===== config.mk =====
export PLATFORM = sky130hd
export DESIGN_NAME = freq_meter_mc
export DESIGN_NICKNAME = d
export VERILOG_FILES = /design/src/rtl/freq_meter_mc.sv
export SDC_FILE = /design/constraint.sdc
export NUM_CORES = 1
export LEC_CHECK = 0
export CAP_MARGIN = 10
export CORE_UTILIZATION = 25
export CTS_CLUSTER_DIAMETER = 50
export CTS_CLUSTER_SIZE = 14
export DETAILED_ROUTE_END_ITERATION = 16
export PLACE_DENSITY = 0.48
export SETUP_SLACK_MARGIN = 0.4
export SLEW_MARGIN = 20
export SYNTH_ARGS = -nofsm -noshare
export SYNTH_HDL_FRONTEND = slang
export SYNTH_SLANG_ARGS = --single-unit
export TNS_END_PERCENT = 100

===== constraint.sdc =====
create_clock -name clk -period 30.2 [get_ports clk]
set_clock_uncertainty 0.15 [all_clocks]
set_input_delay 4.53 -clock clk [delete_from_list [all_inputs] [get_ports clk]]
set_output_delay 4.53 -clock clk [all_outputs]
set_load 0.01 [all_outputs]

===== src/rtl/freq_meter_mc.sv =====
// Multi-channel gated rising-edge frequency meter with one-shot/continuous modes and a registered result bank.
// Optional macro FREQMEAS_HZ_EN scales each latched count by HZ_MULT, saturating to all-ones with ovf set.
module freq_meter_mc #(
  parameter int NCH         = 4,
  parameter int CW          = 32,
  parameter int GATE_CYCLES = 100000,
  parameter int SYNC_STAGES = 2,
  parameter int HZ_MULT     = 2000
) (
  input  logic              clk,
  input  logic              rst,
  input  logic              en,
  input  logic              oneshot,
  input  logic              start,
  input  logic [NCH-1:0]    sig_in,
  output logic              busy,
  output logic              done,
  output logic [NCH*CW-1:0] cnt_out,
  output logic [NCH-1:0]    ovf
);

  localparam int GW = $clog2(GATE_CYCLES);
  localparam logic [GW-1:0] GATE_LAST = GW'(GATE_CYCLES - 1);

  typedef enum logic [1:0] {S_IDLE, S_GATE, S_LATCH} state_t;

  state_t                 r_state;
  state_t                 w_state_nxt;
  logic                   r_mode_cont;
  logic [GW-1:0]          r_gcnt;
  logic [SYNC_STAGES-1:0] r_sync [NCH];
  logic [NCH-1:0]         r_hist;
  logic [NCH-1:0]         w_edge;
  logic [CW-1:0]          r_cnt [NCH];
  logic [NCH-1:0]         r_ovf_int;
  logic                   w_gate_entry;
  logic                   w_latch;
  logic [NCH*CW-1:0]      w_res;
  logic [NCH-1:0]         w_res_ovf;

  always_comb begin
    w_state_nxt  = r_state;
    w_gate_entry = 1'b0;
    w_latch      = 1'b0;
    case (r_state)
      S_IDLE: begin
        if (en && (!oneshot || start)) begin
          w_state_nxt  = S_GATE;
          w_gate_entry = 1'b1;
        end
      end
      S_GATE: begin
        if (!en) begin
          w_state_nxt = S_IDLE;
        end else if (r_gcnt == GATE_LAST) begin
          w_state_nxt = S_LATCH;
        end
      end
      S_LATCH: begin
        if (!en) begin
          w_state_nxt = S_IDLE;
        end else begin
          w_latch = 1'b1;
          if (r_mode_cont) begin
            w_state_nxt  = S_GATE;
            w_gate_entry = 1'b1;
          end else begin
            w_state_nxt = S_IDLE;
          end
        end
      end
      default: w_state_nxt = S_IDLE;
    endcase
  end

  always_ff @(posedge clk or posedge rst) begin
    if (rst) begin
      r_state     <= S_IDLE;
      busy        <= 1'b0;
      done        <= 1'b0;
      r_mode_cont <= 1'b0;
      r_gcnt      <= '0;
    end else begin
      r_state <= w_state_nxt;
      busy    <= (w_state_nxt != S_IDLE);
      done    <= w_latch;
      // Mode is captured only when leaving IDLE so mid-run oneshot changes wait for the next start.
      if (r_state == S_IDLE && w_gate_entry) r_mode_cont <= !oneshot;
      if (w_gate_entry) begin
        r_gcnt <= '0;
      end else if (r_state == S_GATE && r_gcnt != GATE_LAST) begin
        r_gcnt <= r_gcnt + 1'b1;
      end
    end
  end

  always_ff @(posedge clk or posedge rst) begin
    if (rst) begin
      for (int i = 0; i < NCH; i++) r_sync[i] <= '0;
      r_hist <= '0;
    end else begin
      for (int i = 0; i < NCH; i++) begin
        r_sync[i] <= {r_sync[i][SYNC_STAGES-2:0], sig_in[i]};
        r_hist[i] <= r_sync[i][SYNC_STAGES-1];
      end
    end
  end

  always_comb begin
    w_edge = '0;
    for (int i = 0; i < NCH; i++) w_edge[i] = r_sync[i][SYNC_STAGES-1] & ~r_hist[i];
  end

  always_ff @(posedge clk or posedge rst) begin
    if (rst) begin
      for (int i = 0; i < NCH; i++) r_cnt[i] <= '0;
      r_ovf_int <= '0;
    end else if (w_gate_entry) begin
      for (int i = 0; i < NCH; i++) r_cnt[i] <= '0;
      r_ovf_int <= '0;
    end else if (r_state == S_GATE) begin
      for (int i = 0; i < NCH; i++) begin
        if (w_edge[i]) begin
          if (&r_cnt[i]) r_ovf_int[i] <= 1'b1;
          else           r_cnt[i]     <= r_cnt[i] + 1'b1;
        end
      end
    end
  end

`ifdef FREQMEAS_HZ_EN
  localparam int MW = CW + $clog2(HZ_MULT + 1);
  logic [MW-1:0] w_prod [NCH];

  always_comb begin
    w_res     = '0;
    w_res_ovf = '0;
    for (int i = 0; i < NCH; i++) begin
      w_prod[i] = MW'(r_cnt[i]) * MW'(HZ_MULT);
      if (|w_prod[i][MW-1:CW]) begin
        w_res[i*CW +: CW] = '1;
        w_res_ovf[i]      = 1'b1;
      end else begin
        w_res[i*CW +: CW] = w_prod[i][CW-1:0];
        w_res_ovf[i]      = r_ovf_int[i];
      end
    end
  end
`else
  logic w_unused_hz;
  assign w_unused_hz = (HZ_MULT != 0);

  always_comb begin
    w_res = '0;
    for (int i = 0; i < NCH; i++) w_res[i*CW +: CW] = r_cnt[i];
    w_res_ovf = r_ovf_int;
  end
`endif

  always_ff @(posedge clk or posedge rst) begin
    if (rst) begin
      cnt_out <= '0;
      ovf     <= '0;
    end else if (w_latch) begin
      cnt_out <= w_res;
      ovf     <= w_res_ovf;
    end
  end

endmodule

Word level (Yosys, flattened, before mapping)

Cells that the tools add are included.

Flip-flop bits (word level): 298
Input port bits: 9
Output and inout bits: 134
Word-level logic and storage cells: 104

Add/sub/neg operators: 5
Equal/unequal tests: 8
Mux-type cells: 34
Bitwise logic cells: 8
Reductions and logical operators: 29

Operators by type and width:

| cell                    | number |
|---|---|
| $mux W128               | 2 |
| $mux W32                | 8 |
| $add A32 B1 Y32 const B | 4 |
| $reduce_and A32 Y1      | 4 |
| $mux W17                | 2 |
| $reduce_and A3 Y1       | 8 |
| $reduce_bool A2 Y1      | 11 |
| $add A17 B1 Y17 const B | 1 |
| $eq A17 B17 Y1 const B  | 1 |
| $ne A17 B17 Y1 const B  | 1 |
| $mux W1                 | 15 |
| $mux W4                 | 2 |
| $ne A2 B2 Y1 const B    | 4 |
| $mux W2                 | 3 |
| $pmux W2 S3             | 1 |
| $and A1 B1 Y1           | 4 |
| $not A1 Y1              | 4 |
| $logic_and A1 B1 Y1     | 3 |
| $eq A2 B1 Y1 const B    | 1 |
| $eq A2 B2 Y1 const B    | 1 |
| $logic_not A2 Y1        | 1 |
| $pmux W1 S2             | 1 |
| $logic_not A1 Y1        | 1 |
| $logic_or A1 B1 Y1      | 1 |

Logic depth before layout (Yosys ltp)

Depth after elaboration: 7
Gate-level depth with buffers: 9
Depth with buffers taken out: 7

Worst setup path after synthesis

No wires, ideal clock.

Kind: input to register
Start point: in en
End point: reg cnt_out[42]
Library setup time: 125 ps
Arrival: 5984 ps
Data required time: 29925 ps
Path slack: 23941 ps
Cell stages on the path: 7
Path buffers: 2
Path through: inv_1 nor2_1 nand2_1 inv_2 clkbuf_1 clkbuf_1 mux2_2

Word-level cells in the longest chain between the ends: 2

Ends and longest elaborated chain:

| item                 | RTL line | text |
|---|---|---|
| start, declared      | 12       | `input logic en,` |
| $mux W1              | 60       | `if (!en) begin` |
| $mux W1              | 45       | `case (r_state)` |
| via w_latch          | 37       | `logic w_latch;` |
| end signal, assigned | 165      | `cnt_out <= w_res;` |
| end, declared        | 18       | `output logic [NCH*CW-1:0] cnt_out,` |

The timed path passes the listed nets, and every way through them passes these cells.
A chain may end at the register's enable or synchronous reset.

Worst setup path after layout

Start point: in en
End point: reg cnt_out[63]

Word-level cells in the longest chain between the ends: 2

Ends and longest elaborated chain:

| item    | RTL line |
|---|---|
| $mux W1 | 60 |
| $mux W1 | 45 |

No other way between the ends.

==> PnR_summary.wiki <==
{| class="wikitable"
! Metric !! Value
|-
| Power density cells || 58.4 nW/um^2
|-
| Reg2Reg Setup Slack || 26830 ps
|-
| Average instance area after synthesis || 10.8 um^2
|-
| Initial antenna violation count || 0
|-
| Post-synthesis sequential area ratio || 55.4%
|-
| Pre-CTS setup slack || 22300 ps
|-
| Die Span Y || 234 um
|-
| Nets || 1395
|-
| Crit path capture type || register
|-
| Number of DRC violations after detailed-routing iteration 0 || 633
|-
| RSZ-0062 raised after global routing || no
|-
| Gates resized, CTS repair || 0
|-
| Buffer cell driving the clock tree root || clkbuf_16
|-
| Cell types with the largest area share after synthesis || dfrtp_1 (55%), mux2_2 (10%), nand2_1 (3.5%)
|-
| Area growth from synthesis to layout || 26.0%
|-
| Total routed wirelength || 35100 um
|-
| Worst hold start || r_sync[6]
|-
| Number of diodes added for antenna fixing || 0
|-
| Result of the run || finished, violations left
|-
| Endpoint required time on the critical path || 30470 ps
|-
| Worst Path Arrival || 7510 ps
|-
| Top_reg_cell synth || dfrtp_1
|-
| # setup viols final || 0
|-
| Number of sinks on the clock net || 298
|-
| H-tree depth reported by CTS || 2
|-
| Setup slack of the critical path after layout || 22970 ps
|-
| # rows || 84
|-
| Clock transition at the registers of the reported paths || 60 ps
|-
| Max-Slew Margin vs Limit || 36.2%
|-
| Cell Count Post-Placement || 2029
|-
| Area of placed instances || 15600 um^2
|-
| IO buf count || 142
|-
| Layout Utilization || 32.1%
|-
| Worst reg2reg path depth || 7
|-
| Combined area of all synthesized cells || 13500 um^2
|-
| Area of the placeable core || 52900 um^2
|-
| Most used standard cell by instance count after synthesis || dfrtp_1
|-
| Dominant cell type by area after synthesis || dfrtp_1
|-
| Metal1 wirelength || 16400 um
|-
| Initial core utilization || 25.5%
|-
| Number of distinct standard cells referenced by the synthesized netlist || 60
|-
| Synthesized Nets || 1259
|-
| Total iterations of the first detailed-routing run || 13
|-
| Synth Register Bits || 298
|-
| Share of the clock period used by the worst path || 24.0%
|-
| Violations in the final reports || design-rule violations
|-
| Die Width || 234 um
|-
| Number of flops mapped to enable cells by yosys || 0
|-
| Achievable clock frequency || 138 MHz
|-
| Amount of wire on met2 after detailed routing || 16000 um
|-
| Number of standard cells in the layout, taps in and fillers out || 2098
|-
| Worst R2R End || r_cnt[93]
|-
| Postcts setup bufs || 0
|-
| Number of remaining DRC errors || 7
|-
| Die area || 54800 um^2
|-
| Slew at the pin closest to its max-slew limit || 956 ps
|-
| DP HPWL || 23100 um
|-
| DR WL/cell || 16.7 um
|-
| Period minus WS final || 7230 ps
|-
| Clock buffer count from CTS || 38
|-
| Highest metal layer used by the detailed router || met4
|-
| Yosys warns || 0
|-
| Number of hold-slack violations in the final timing report || 0
|-
| Fill cell count || 5337
|-
| Global placement routability congestion || 0.776
|-
| CTS Hold Bufs || 0
|-
| Vias in the first global route || 10000
|-
| Hold Crit Endpoint || r_sync[7]
|-
| Fraction of final layout cells with drive strength greater than 1 || 16.3%
|-
| Min-delay worst type || reg2reg
|-
| Detail Route Antenna Nets || 0
|-
| Overall Global Routing Usage || 13.2%
|-
| Leakage || 0.00724 uW
|-
| Post-route cell area || 17000 um^2
|-
| Max-cap check violation count || 0
|-
| Clock tree from TritonCTS || built
|-
| Most numerous cell types in the synthesized netlist || dfrtp_1 (298), nand2_1 (124), mux2_2 (120), nor2_1 (96), o21ai_0 (73)
|-
| Average via count per standard cell || 4.76
|-
| Buffers from clock root to sink, at most || 3
|-
| Worst Path Max Fanout || 70
|-
| Hold path cells || 0
|-
| Overall via count from detail_route || 9990
|-
| Fraction of registers with async set/reset || 100%
|-
| Grt ovf || 0
|-
| Peak supply drop || 0.0335 mV
|-
| Maximum number of pins on one net before global-route repair || 116
|-
| Critical path startpoint category || input pin
|-
| Setup Crit Path Kind || in2reg
|-
| Slew Limit Fails || 0
|-
| Later-pin clock latency in the skew report || 560 ps
|-
| Setup_tns || 0 ps
|-
| Metal3 WL || 2050 um
|-
| Global-route wire length before repair || 57500 um
|-
| Number of primary I/O pins || 143
|-
| Count of mapped cells out of synthesis || 1245
|-
| Startpoint of the worst register-to-register path || r_cnt[64]
|-
| Area share of the largest cell type after synthesis || 55.4%
|}
==> cell usage in the layout, fill, tap and decap left out, types with 5 or more instances in the layout <==
cell type / n
nand2b_1: 7
and3_1: 17
inv_1: 16
o211ai_1: 8
clkbuf_8: 6
nor4_1: 10
xnor2_1: 22
a21oi_1: 27
or3_1: 14
nand2_1: 123
and2_1: 6
o31ai_1: 13
clkinvlp_4: 7
xor2_1: 32
buf_4: 12
mux2i_1: 7
or4_1: 6
o21ai_1: 10
inv_6: 5
nand3_1: 69
nor2_1: 94
a31oi_1: 38
o21ai_0: 73
nor3_1: 36
and4_1: 10
ha_1: 5
dfrtp_1: 298
a21o_1: 13
clkdlybuf4s50_1: 142
nor4b_1: 5
clkbuf_16: 38
mux2_2: 120
nand4_1: 42
nand3b_1: 5
==> metal layers <==
layer | track usage [%] | vias up
met3 | 3.84 | 52
met1 | 17.9 | 4996
met2 | 20.2 | 168
li1 | - | 4774
met4 | 3.75 | 0
met5 | 0 | -
==> flip-flops by register name, summed over array words and instances (netlist names) <==
name	flops
r_gcnt	17
busy	1
ovf	4
r_mode_cont	1
done	1
r_state	2
r_hist	4
r_sync	8
cnt_out	128
r_ovf_int	4
r_cnt	128
==> worst max path at each step <==
| stage | startpoint | to |
|---|---|---|
| after global placement | en | cnt_out[47] |
| after global routing | en | cnt_out[48] |
| after detailed placement | en | cnt_out[42] |
| final | en | cnt_out[63] |
| after floorplan | rst | busy |
| after CTS | en | cnt_out[63] |
==> critical path: stages <==
cell,delay (ps)
clkdlybuf4s50_1,500
inv_1,80
nor2_1,240
nand2_4,510
clkinv_2,380
buf_4,710
mux2_2,420
==> power by group <==
group | total, uW | internal, uW | switching (uW) | leakage [uW]
combinational | 69.7 | 26.8 | 42.8 | 0.00252
clock | 475 | 286 | 189 | 0.000632
sequential | 446 | 419 | 27.1 | 0.00408
==> metrics by stage <==
step                power (uW)  hold slack, ps
floorplan                  491             181
global placement           523             187
detailed placement         524             186
CTS                       1010             195
global route              1040             211
finish                     991             194
==> final cells by class <==
type / instances / area, um^2 / share of cell area (%)
clock inverter: 23 / 294 / 1.73
inverter: 18 / 76.3 / 0.450
multi-input combinational: 871 / 5720 / 33.7
sequential: 298 / 7460 / 44.0
timing repair buffer: 154 / 1510 / 8.91
tap: 688 / 861 / 5.07
clock buffer: 46 / 1040 / 6.14
==> cells by family (layout without fill, tap and decap cells) <==
kind of cell	count (synthesis)	after routing	synth area share, %
AOI/OAI and AO/OA	207	207	9.30
adders and majority gates	5	5	0.465
DFF	298	298	55.4
xor gates and xnor gates	54	54	3.51
muxes	127	127	10.6
and+or+nand+nor	478	478	18.5
buffers and inverters	76	241	2.32
Note: power is estimated with default switching activity, not from simulation.
